<file path="src/rtl/pipe_ctrl_pkg.sv">
// Shared types and constants for the pipeline control stage: op/exception codes, control
// register map, status bit positions and bus widths.
package pipe_ctrl_pkg;

   localparam int unsigned WordAddrW = 30;
   localparam int unsigned WordDataW = 32;
   localparam int unsigned RegAddrW  = 5;
   localparam int unsigned CtrlOpW   = 2;
   localparam int unsigned IsaExpW   = 3;

   typedef logic [WordAddrW-1:0] word_addr_t;
   typedef logic [WordDataW-1:0] word_data_t;
   typedef logic [RegAddrW-1:0]  reg_addr_t;
   typedef logic [CtrlOpW-1:0]   ctrl_op_t;
   typedef logic [IsaExpW-1:0]   isa_exp_t;

   typedef enum logic [CtrlOpW-1:0] {
      CtrlOpNop  = 2'd0,
      CtrlOpWrcr = 2'd1,
      CtrlOpExrt = 2'd2
   } ctrl_op_e;

   typedef enum logic [IsaExpW-1:0] {
      ExpNone      = 3'd0,
      ExpExtInt    = 3'd1,
      ExpUndef     = 3'd2,
      ExpOverflow  = 3'd3,
      ExpMissAlign = 3'd4,
      ExpTrap      = 3'd5,
      ExpPrvVio    = 3'd6
   } isa_exp_e;

   localparam reg_addr_t CregStatus    = 5'd0;
   localparam reg_addr_t CregPreStatus = 5'd1;
   localparam reg_addr_t CregEpc       = 5'd2;
   localparam reg_addr_t CregExpVector = 5'd3;
   localparam reg_addr_t CregCause     = 5'd4;
   localparam reg_addr_t CregIntMask   = 5'd5;
   localparam reg_addr_t CregIrq       = 5'd6;

   localparam int unsigned StatusExeModeBit = 0;
   localparam int unsigned StatusIntEnBit   = 1;

   // Kernel mode, interrupts disabled.
   localparam logic [1:0] StatusKernel = 2'b01;

   function automatic word_data_t word_addr_to_data(word_addr_t addr);
      return {addr, 2'b00};
   endfunction

endpackage

</file>
<file path="src/rtl/pipe_ctrl_if.sv">
// MEM/WB pipeline register outputs as seen by the control stage.
// master: the MEM/WB register driving the bundle; slave: the control stage consuming it.
interface pipe_ctrl_if;
   import pipe_ctrl_pkg::*;

   word_addr_t mem_pc;
   logic       mem_en;
   logic       mem_br_flag;
   ctrl_op_t   mem_ctrl_op;
   reg_addr_t  mem_dst_addr;
   logic       mem_gpr_we_;
   isa_exp_t   mem_exp_code;
   word_data_t mem_out;

   modport master (
      output mem_pc,
      output mem_en,
      output mem_br_flag,
      output mem_ctrl_op,
      output mem_dst_addr,
      output mem_gpr_we_,
      output mem_exp_code,
      output mem_out
   );

   modport slave (
      input mem_pc,
      input mem_en,
      input mem_br_flag,
      input mem_ctrl_op,
      input mem_dst_addr,
      input mem_gpr_we_,
      input mem_exp_code,
      input mem_out
   );

endinterface

</file>
<file path="src/rtl/pipe_creg_file.sv">
// Control register bank: status, pre_status, EPC, vector, cause and (with PIPE_CTRL_IRQ_EN)
// the interrupt mask. Updated by exception entry, EXRT and WRCR; read combinationally by ID.
module pipe_creg_file
   import pipe_ctrl_pkg::*;
#(
   parameter int unsigned IRQ_CH       = 8,
   parameter word_addr_t  RESET_VECTOR = '0
) (
   input  logic              clk,
   input  logic              reset,
   input  logic [IRQ_CH-1:0] irq_i,
   input  reg_addr_t         rd_addr_i,
   output word_data_t        rd_data_o,
   input  logic              exp_take_i,
   input  isa_exp_t          exp_code_i,
   input  word_addr_t        exp_pc_i,
   input  logic              exp_br_flag_i,
   input  logic              exrt_take_i,
   input  logic              wr_en_i,
   input  reg_addr_t         wr_addr_i,
   input  word_data_t        wr_data_i,
   output logic              exe_mode_o,
   output logic              int_detect_o,
   output word_addr_t        epc_o,
   output word_addr_t        exp_vector_o
);

   logic [1:0] status_q, status_d;
   logic [1:0] pre_status_q, pre_status_d;
   word_addr_t epc_q, epc_d;
   word_addr_t exp_vector_q, exp_vector_d;
   isa_exp_t   cause_q, cause_d;
`ifdef PIPE_CTRL_IRQ_EN
   logic [IRQ_CH-1:0] int_mask_q, int_mask_d;
`endif

   // Exception entry wins over EXRT, which wins over a register write.
   always_comb begin
      status_d     = status_q;
      pre_status_d = pre_status_q;
      epc_d        = epc_q;
      exp_vector_d = exp_vector_q;
      cause_d      = cause_q;
`ifdef PIPE_CTRL_IRQ_EN
      int_mask_d   = int_mask_q;
`endif
      if (exp_take_i) begin
         // A delay-slot instruction restarts at its branch.
         epc_d        = exp_br_flag_i ? (exp_pc_i - word_addr_t'(1)) : exp_pc_i;
         cause_d      = exp_code_i;
         pre_status_d = status_q;
         status_d     = StatusKernel;
      end else if (exrt_take_i) begin
         status_d = pre_status_q;
      end else if (wr_en_i) begin
         case (wr_addr_i)
            CregStatus:    status_d     = wr_data_i[1:0];
            CregPreStatus: pre_status_d = wr_data_i[1:0];
            CregEpc:       epc_d        = wr_data_i[WordDataW-1:2];
            CregExpVector: exp_vector_d = wr_data_i[WordDataW-1:2];
            CregCause:     cause_d      = wr_data_i[IsaExpW-1:0];
`ifdef PIPE_CTRL_IRQ_EN
            CregIntMask:   int_mask_d   = wr_data_i[IRQ_CH-1:0];
`endif
            default: ;
         endcase
      end
   end

   always_ff @(posedge clk or negedge reset) begin
      if (!reset) begin
         status_q     <= StatusKernel;
         pre_status_q <= '0;
         epc_q        <= '0;
         exp_vector_q <= RESET_VECTOR;
         cause_q      <= '0;
`ifdef PIPE_CTRL_IRQ_EN
         int_mask_q   <= '1;
`endif
      end else begin
         status_q     <= status_d;
         pre_status_q <= pre_status_d;
         epc_q        <= epc_d;
         exp_vector_q <= exp_vector_d;
         cause_q      <= cause_d;
`ifdef PIPE_CTRL_IRQ_EN
         int_mask_q   <= int_mask_d;
`endif
      end
   end

   // Reads see the pre-write value; ID forwards from MEM for same-cycle updates.
   always_comb begin
      rd_data_o = '0;
      case (rd_addr_i)
         CregStatus:    rd_data_o[1:0]         = status_q;
         CregPreStatus: rd_data_o[1:0]         = pre_status_q;
         CregEpc:       rd_data_o              = word_addr_to_data(epc_q);
         CregExpVector: rd_data_o              = word_addr_to_data(exp_vector_q);
         CregCause:     rd_data_o[IsaExpW-1:0] = cause_q;
`ifdef PIPE_CTRL_IRQ_EN
         CregIntMask:   rd_data_o[IRQ_CH-1:0]  = int_mask_q;
         CregIrq:       rd_data_o[IRQ_CH-1:0]  = irq_i;
`endif
         default: ;
      endcase
   end

`ifdef PIPE_CTRL_IRQ_EN
   assign int_detect_o = status_q[StatusIntEnBit] & (|(irq_i & ~int_mask_q));
`else
   logic unused_irq;
   assign unused_irq   = ^irq_i;
   assign int_detect_o = 1'b0;
`endif

   assign exe_mode_o   = status_q[StatusExeModeBit];
   assign epc_o        = epc_q;
   assign exp_vector_o = exp_vector_q;

endmodule

</file>
<file path="src/rtl/pipe_ctrl.sv">
// Pipeline control stage after MEM/WB: stall/flush generation, exception/EXRT redirect and
// the control register file. Build with PIPE_CTRL_IRQ_EN to enable external interrupts.
module pipe_ctrl
   import pipe_ctrl_pkg::*;
#(
   parameter int unsigned IRQ_CH       = 8,
   parameter word_addr_t  RESET_VECTOR = '0
) (
   input  logic              clk,
   input  logic              reset,
   input  logic              if_busy,
   input  logic              mem_busy,
   input  logic              ld_hazard,
   input  logic [IRQ_CH-1:0] irq,
   input  reg_addr_t         creg_rd_addr,
   output word_data_t        creg_rd_data,
   pipe_ctrl_if.slave        mem_wb,
   output logic              if_stall,
   output logic              id_stall,
   output logic              ex_stall,
   output logic              mem_stall,
   output logic              if_flush,
   output logic              id_flush,
   output logic              ex_flush,
   output logic              mem_flush,
   output word_addr_t        new_pc,
   output logic              exe_mode,
   output logic              int_detect
);

   logic       stall;
   logic       mem_valid;
   logic       exp_take;
   isa_exp_t   exp_code;
   logic       exrt_take;
   logic       wrcr_take;
   logic       redirect;
   word_addr_t epc;
   word_addr_t exp_vector;

   logic unused_gpr_we;
   assign unused_gpr_we = mem_wb.mem_gpr_we_;

   always_comb begin
      stall     = if_busy | mem_busy;
      mem_valid = mem_wb.mem_en & ~stall;
      // A pending interrupt is attached to the next valid instruction without its own fault.
      exp_take  = mem_valid & ((mem_wb.mem_exp_code != ExpNone) | int_detect);
      exp_code  = (mem_wb.mem_exp_code != ExpNone) ? mem_wb.mem_exp_code : ExpExtInt;
      exrt_take = mem_valid & ~exp_take & (mem_wb.mem_ctrl_op == CtrlOpExrt);
      wrcr_take = mem_valid & ~exp_take & ~exrt_take & (mem_wb.mem_ctrl_op == CtrlOpWrcr) &
                  exe_mode;
      redirect  = exp_take | exrt_take;
   end

   always_comb begin
      if_stall  = stall | ld_hazard;
      id_stall  = stall | ld_hazard;
      ex_stall  = stall;
      mem_stall = stall;
      if_flush  = redirect;
      // Load-use: hold IF/ID and push a bubble into ID/EX.
      id_flush  = redirect | (ld_hazard & ~stall);
      ex_flush  = redirect;
      mem_flush = redirect;
      new_pc    = '0;
      if (exp_take) begin
         new_pc = exp_vector;
      end else if (exrt_take) begin
         new_pc = epc;
      end
   end

   pipe_creg_file #(
      .IRQ_CH       (IRQ_CH),
      .RESET_VECTOR (RESET_VECTOR)
   ) u_creg_file (
      .clk           (clk),
      .reset         (reset),
      .irq_i         (irq),
      .rd_addr_i     (creg_rd_addr),
      .rd_data_o     (creg_rd_data),
      .exp_take_i    (exp_take),
      .exp_code_i    (exp_code),
      .exp_pc_i      (mem_wb.mem_pc),
      .exp_br_flag_i (mem_wb.mem_br_flag),
      .exrt_take_i   (exrt_take),
      .wr_en_i       (wrcr_take),
      .wr_addr_i     (mem_wb.mem_dst_addr),
      .wr_data_i     (mem_wb.mem_out),
      .exe_mode_o    (exe_mode),
      .int_detect_o  (int_detect),
      .epc_o         (epc),
      .exp_vector_o  (exp_vector)
   );

endmodule
</file>
<file path="src/flat_wrapper.sv">
// flat-port wrapper written by rule: the top's interface ports become plain ports
module pipe_ctrl_flat import pipe_ctrl_pkg::*;
#(
   parameter int unsigned IRQ_CH       = 8,
   parameter word_addr_t  RESET_VECTOR = '0
)
  (clk, reset, if_busy, mem_busy, ld_hazard, irq, creg_rd_addr, creg_rd_data, if_stall, id_stall, ex_stall, mem_stall, if_flush, id_flush, ex_flush, mem_flush, new_pc, exe_mode, int_detect, mem_wb_mem_pc, mem_wb_mem_en, mem_wb_mem_br_flag, mem_wb_mem_ctrl_op, mem_wb_mem_dst_addr, mem_wb_mem_gpr_we_, mem_wb_mem_exp_code, mem_wb_mem_out);
  pipe_ctrl_if mem_wb_i ();
  input  logic clk;
  input  logic reset;
  input  logic if_busy;
  input  logic mem_busy;
  input  logic ld_hazard;
  input  logic [IRQ_CH-1:0] irq;
  input  reg_addr_t creg_rd_addr;
  output word_data_t creg_rd_data;
  output logic if_stall;
  output logic id_stall;
  output logic ex_stall;
  output logic mem_stall;
  output logic if_flush;
  output logic id_flush;
  output logic ex_flush;
  output logic mem_flush;
  output word_addr_t new_pc;
  output logic exe_mode;
  output logic int_detect;
  input wire logic [$bits(mem_wb_i.mem_pc)-1:0] mem_wb_mem_pc;
  input wire logic [$bits(mem_wb_i.mem_en)-1:0] mem_wb_mem_en;
  input wire logic [$bits(mem_wb_i.mem_br_flag)-1:0] mem_wb_mem_br_flag;
  input wire logic [$bits(mem_wb_i.mem_ctrl_op)-1:0] mem_wb_mem_ctrl_op;
  input wire logic [$bits(mem_wb_i.mem_dst_addr)-1:0] mem_wb_mem_dst_addr;
  input wire logic [$bits(mem_wb_i.mem_gpr_we_)-1:0] mem_wb_mem_gpr_we_;
  input wire logic [$bits(mem_wb_i.mem_exp_code)-1:0] mem_wb_mem_exp_code;
  input wire logic [$bits(mem_wb_i.mem_out)-1:0] mem_wb_mem_out;
  assign mem_wb_i.mem_pc = mem_wb_mem_pc;
  assign mem_wb_i.mem_en = mem_wb_mem_en;
  assign mem_wb_i.mem_br_flag = mem_wb_mem_br_flag;
  assign mem_wb_i.mem_ctrl_op = mem_wb_mem_ctrl_op;
  assign mem_wb_i.mem_dst_addr = mem_wb_mem_dst_addr;
  assign mem_wb_i.mem_gpr_we_ = mem_wb_mem_gpr_we_;
  assign mem_wb_i.mem_exp_code = mem_wb_mem_exp_code;
  assign mem_wb_i.mem_out = mem_wb_mem_out;
  pipe_ctrl #(.IRQ_CH(IRQ_CH), .RESET_VECTOR(RESET_VECTOR)) u_core (.clk(clk), .reset(reset), .if_busy(if_busy), .mem_busy(mem_busy), .ld_hazard(ld_hazard), .irq(irq), .creg_rd_addr(creg_rd_addr), .creg_rd_data(creg_rd_data), .mem_wb(mem_wb_i), .if_stall(if_stall), .id_stall(id_stall), .ex_stall(ex_stall), .mem_stall(mem_stall), .if_flush(if_flush), .id_flush(id_flush), .ex_flush(ex_flush), .mem_flush(mem_flush), .new_pc(new_pc), .exe_mode(exe_mode), .int_detect(int_detect));
endmodule
</file>
<file path="config.mk">
export PLATFORM = sky130hd
export DESIGN_NAME = pipe_ctrl_flat
export DESIGN_NICKNAME = d
export VERILOG_FILES = /design/src/rtl/pipe_ctrl_pkg.sv /design/src/rtl/pipe_ctrl_if.sv /design/src/rtl/pipe_creg_file.sv /design/src/rtl/pipe_ctrl.sv /design/src/flat_wrapper.sv
export SDC_FILE = /design/constraint.sdc
export NUM_CORES = 1
export LEC_CHECK = 0
export CORE_MARGIN = 1
export CORE_UTILIZATION = 25
export CTS_CLUSTER_SIZE = 10
export DETAILED_ROUTE_END_ITERATION = 7
export GPL_TIMING_DRIVEN = 1
export MAX_ROUTING_LAYER = met4
export SLEW_MARGIN = 30
export SYNTH_ARGS = -nofsm -noshare
export SYNTH_HDL_FRONTEND = slang
export SYNTH_SLANG_ARGS = --single-unit
</file>
<file path="constraint.sdc">
create_clock -name clk -period 2.3 [get_ports clk]
set_input_delay 0.345 -clock clk [delete_from_list [all_inputs] [get_ports clk]]
set_output_delay 0.345 -clock clk [all_outputs]
set_load 0.01 [all_outputs]
</file>
Word-level counts from Yosys, hierarchy flattened:

Cells that the tools add are included.

* flip-flop bits (word level): 67
* word-level logic and storage cells: 69
* output and inout port bits: 72

* equal/unequal tests: 11
* reduce and logical (&&, ||, !) cells: 14
* multiplexer cells: 23
* $add $sub $neg: 1
* bitwise logic cells: 15

Operators by type and width (count)
* 30-bit 2-to-1 mux: 7
* 29-bit one-hot mux with 2 select lines: 1
* 30-bit by 1-bit subtractor with 30-bit output, second input constant: 1
* 5-bit by 2-bit equality test with 1-bit output, second input constant: 4
* 2-bit 2-to-1 mux: 8
* 3-bit 2-to-1 mux: 5
* 5-bit by 1-bit equality test with 1-bit output, second input constant: 2
* 5-bit by 3-bit equality test with 1-bit output, second input constant: 2
* 5-bit logical NOT: 2
* 3-bit AND reduction: 3
* 3-bit nonzero test: 3
* 1-bit bitwise AND: 8
* 2-bit nonzero test: 4
* 2-bit one-hot mux with 3 select lines: 1
* 1-bit bitwise OR: 4
* 4-bit AND reduction: 1
* 1-bit NOT: 3
* 1-bit one-hot mux with 3 select lines: 1
* 2-bit by 1-bit equality test with 1-bit output, second input constant: 1
* 2-bit equality test, second input constant: 1
* 2-bit by 1-bit inequality test with 1-bit output, second input constant: 1
* 2-bit AND reduction: 1

Logic depth before layout (Yosys ltp):

* word-level depth: 14
* depth in mapped cells: 8

Hierarchy:

Synthesis repeated with hierarchy kept, for this count alone.

* cells, all modules: 554
* area, all modules: 4847.1 um2

Modules (own cells, without submodules)
* pipe_creg_file: instances 1, area an instance 4229.1 um2, cells each 428
* pipe_ctrl: instances 1, area an instance 618.1 um2, cells each 126

Least setup slack after synthesis:

Ideal clock, no wire load.

* path kind: input to output
* from: input mem_busy
* to: output new_pc[15]
* stages: 5
* arrival: 1804 ps
* path buffers: 2
* path slack: 151 ps
* data required time: 1955 ps
* cells stage by stage: or3b_2 nor2_1 clkbuf_1 buf_1 a22o_1

* longest elaborated chain between the ends: 9

RTL lines
* from (decl): RTL line flat_wrapper.sv:12 `input logic mem_busy;`
* 1-bit bitwise OR *: RTL line pipe_ctrl.sv:45 `stall = if_busy | mem_busy;`
* 1-bit NOT *: RTL line pipe_ctrl.sv:46 `mem_valid = mem_wb.mem_en & ~stall;`
* 1-bit bitwise AND *: RTL line pipe_ctrl.sv:46
* 1-bit bitwise AND: RTL line pipe_ctrl.sv:48 `exp_take = mem_valid & ((mem_wb.mem_exp_code != ExpNone) | int_detect);`
* 1-bit NOT (no source line)
* 1-bit bitwise AND (2 in series): RTL line pipe_ctrl.sv:50 `exrt_take = mem_valid & ~exp_take & (mem_wb.mem_ctrl_op == CtrlOpExrt);`
* 30-bit 2-to-1 mux: RTL line pipe_ctrl.sv:69 `end else if (exrt_take) begin`
* 30-bit 2-to-1 mux *: RTL line pipe_ctrl.sv:67 `if (exp_take) begin`
* to (decl): RTL line flat_wrapper.sv:25 `output word_addr_t new_pc;`

Mark *: on every way between the ends. The rest lies on a longest branch, timed or not.

Final worst setup path:

* from: input mem_wb_mem_pc[8]
* to: register u_core.u_creg_file.epc_q[14] (netlist: u_core.u_creg_file.epc_o[14])

* longest elaborated chain between the ends: 3

RTL lines
* from (decl): RTL line flat_wrapper.sv:28 `input wire logic [$bits(mem_wb_i.mem_pc)-1:0] mem_wb_mem_pc;`
* 30-bit by 1-bit subtractor with 30-bit output: RTL line pipe_creg_file.sv:49 `epc_d = exp_br_flag_i ? (exp_pc_i - word_addr_t'(1)) : exp_pc_i;`
* 30-bit 2-to-1 mux: RTL line pipe_creg_file.sv:49
* 30-bit 2-to-1 mux: RTL line pipe_creg_file.sv:47 `if (exp_take_i) begin`
* to (signal assigned): RTL line pipe_creg_file.sv:83 `epc_q <= epc_d;`
* to (decl): RTL line pipe_creg_file.sv:30 `word_addr_t epc_q, epc_d;`

No other way between the ends.
A chain may end at the register's enable or synchronous reset.

==> metrics.md <==
| Metric | Value |
|---|---|
| Status | `complete, but fails checks` |
| Failing checks | `hold timing` |
| P_leak | `0.00316 µW` |
| Core area | `17400 µm²` |
| Root Driver | `clkbuf_16` |
| Dpl ws | `-0.499 ns` |
| IO Pins | `165` |
| Fin. max-slew vios | `0` |
| Total gr overflow | `0` |
| Hold/Removal Path Class | `input pin to asynchronous set/reset pin` |
| Average cell area after synthesis | `9.50 µm²` |
| Tmin final | `2.29 ns` |
| FILL cells | `1726` |
| Crit Path Max Fanout | `14` |
| DRC Markers | `0` |
| Overall routing resource usage | `17.7%` |
| Final setup vio count | `0` |
| Worst Slack Setup Final | `0.0143 ns` |
| Clock Skew | `0.00436 ns` |
| Pwr Density | `487 nW/µm²` |
| Worst-path cell chain | `clkdlybuf4s50_1 > or4_4 > or3_4 > buf_12 > buf_4 > nor3_1 > xnor2_1 > a21oi_1` |
| Max VDD drop | `0.369 mV` |
| RSZ-0062 raised after global routing | `true` |
| Drt pass-1 iters | `5` |
| Die ar. | `18500 µm²` |
| #FFs+latches synth | `67` |
| CP Buf/Inv Count | `3` |
| Crit path required time | `2.52 ns` |
| Port Buffers | `154` |
| Syn_nets | `566` |
| Worst-Margin Slew | `0.659 ns` |
| Vias in the first global route | `4606` |
| Site Rows | `48` |
| Max capacitance violation total | `0` |
| Peak Freq | `438 MHz` |
| Vias | `4445` |
| Clk sinks | `67` |
| Syn. warnings | `0` |
| Sequential area share after synthesis | `37.4%` |
| Hold slack final | `-0.0197 ns` |
| Clock Path Buffers | `2` |
| Initial antenna violation count | `0` |
| Cell Area, Placed | `6730 µm²` |
| DRT iter0 DRCs | `217` |
| Avg WL per Cell | `17.1 µm` |
| Wire length after detailed routing | `15.5 mm` |
| Routed Antenna Nets | `0` |
| Final design utilization | `41.1%` |
| Final nets | `772` |
| WS Path Type | `input pin to flop` |
| DIE HEIGHT | `136 µm` |
| Critical-path cell with the highest stage delay | `or4_4` |
| Vias per cell | `4.90` |
| RePlAce Congestion | `0.852` |
| Critical Path Max Stage Delay | `0.56 ns` |
| Number of synthesized flops with an enable pin | `0` |
| Startpoint Class | `input pin` |
| Final Cell Area | `7150 µm²` |
| Top cell family by delay on the critical path | `simple AND/OR/NAND/NOR gates` |
| Layout cells sized above 1 | `27.1%` |
| Starting Density | `25.7%` |
| Crit share post-route | `99.4%` |
| Most common flop cell mapped by yosys | `dfrtp_1` |
| Critical path endpoint category | `flop` |
| Die W | `136 µm` |
| Critical path arrival | `2.50 ns` |
| Async SR Flop Fraction | `100%` |
| Post-Syn Area | `4480 µm²` |
| Clk_lat worst skew | `0.34 ns` |
| First-pass GRT wire length | `24.3 mm` |
| Pin count of the biggest net entering global routing | `68` |
| Fin. Hold Viols | `8` |
| Clock buffer count from CTS | `9` |
| CTS tree | `yes` |
| Cells after synthesis | `472` |
| N_diodes | `0` |
| DP HPWL | `11.0 mm` |
| Clock H-tree levels | `3` |
| Most frequent cells in the layout | `clkdlybuf4s50_1, dfrtp_1, buf_4, nor2_1, mux2i_1` |
| Clock slew at reported path FFs | `0.05 ns` |
| Slew headroom | `56.1%` |
| Most common cell after layout, fill and taps aside | `clkdlybuf4s50_1` |
| P&R area growth vs syn | `59.5%` |
| Cell variety after synth | `52` |
[area by class of cell]
cell class	instances	area, µm²	share of cell area [%]
Inverter	5	18.8	0.262
Clock buffer	14	254	3.55
Tap cell	225	282	3.93
Sequential cell	67	1680	23.5
Timing Repair Buffer	233	2190	30.6
Clock inverter	2	35.0	0.490
Multi-Input combinational cell	362	2700	37.8
[final timing paths]
path / from / to / slack, ns / cells after the start
hold reg to reg: u_core.u_creg_file.exp_vector_o[14] / u_core.u_creg_file.exp_vector_o[14] / 0.53 / 1
max in group asynchronous: reset / u_core.u_creg_file.epc_o[26] / 1.82 / 1
setup reg to reg: u_core.u_creg_file.status_q[0] / u_core.u_creg_file.epc_o[15] / 0.26 / 7
setup / recovery: mem_wb_mem_pc[8] / u_core.u_creg_file.epc_o[14] / 0.01 / 8
min in group clk: mem_wb_mem_exp_code[0] / u_core.u_creg_file.cause_q[0] / 0.45 / 3
hold / removal: reset / u_core.u_creg_file.cause_q[0] / -0.02 / 1
[layer usage]
layer	global-route usage, %	part of all wire [%]	vias up
met5	-	0	-
met4	4.57	1.3	0
met3	4.06	5.5	15
met2	29.6	49	124
met1	21.3	44	2157
li1	-	-	2149
[cell usage after synthesis (all sizes together) (2+ instances only)]
library cell,number,share of area [%]
a22o,30,5.9
a21oi,29,3.2
nand2b,4,0.56
nor2,51,4.3
nor2b,20,2.8
or4b,2,0.45
o21ai,14,1.6
dfrtp,66,37
a31oi,5,0.70
nor3b,6,1.1
or3,5,0.70
mux2i,37,8.3
nand4,5,0.70
nor4,18,3.8
nor4b,2,0.39
buf,17,2.4
nor3,12,1.5
nand2,20,1.7
a211oi,20,3.3
o31ai,2,0.33
clkbuf,21,1.8
or4,2,0.42
or2,2,0.28
mux2,31,7.8
xnor2,26,5.1
nand4b,2,0.39
nand3,3,0.33
and2,2,0.28
inv,5,0.42
[flip-flops by register name (all words and copies together), names as in the netlist]
register and flops:
u_core.u_creg_file.pre_status_q 2, u_core.u_creg_file.status_q 2, u_core.u_creg_file.epc_o 30, u_core.u_creg_file.cause_q 3
u_core.u_creg_file.exp_vector_o 30
[power breakdown]
part           leakage (µW)  switching, µW  internal, µW
Clock              0.000141            498           868
Combinational       0.00218            317           400
Sequential         0.000842           98.4          1300
Total               0.00316            913          2570
[metrics by stage]
step | power (µW) | setup TNS (ns) | cells
global placement | 2090 | -44.42 | 881
CTS | 3530 | -0.107 | 909
finish | 3480 | 0 | 908
floorplan | 1720 | 0 | 472
global route | 3660 | -0.262 | 908
detailed placement | 2110 | -45.72 | 881
[cells by family after synthesis]
family,synth area share [%]
buffers and inverters,4.58
and+or+nand+nor,20.2
adders and majority gates,0.279
other,0.0836
DFF,37.4
muxes,16.0
AOI/OAI and AO/OA,16.1
xor gates and xnor gates,5.27
[repair_timing]
action,CTS,global route
gates cloned,5,0
hold buffers,0,0
endpoints found under the setup margin,77,70
gates resized for setup,139,58
buffers inserted,8,0
endpoints found under the hold margin,0,0
pin swaps,8,5
Power figures use the tool's default switching activity.
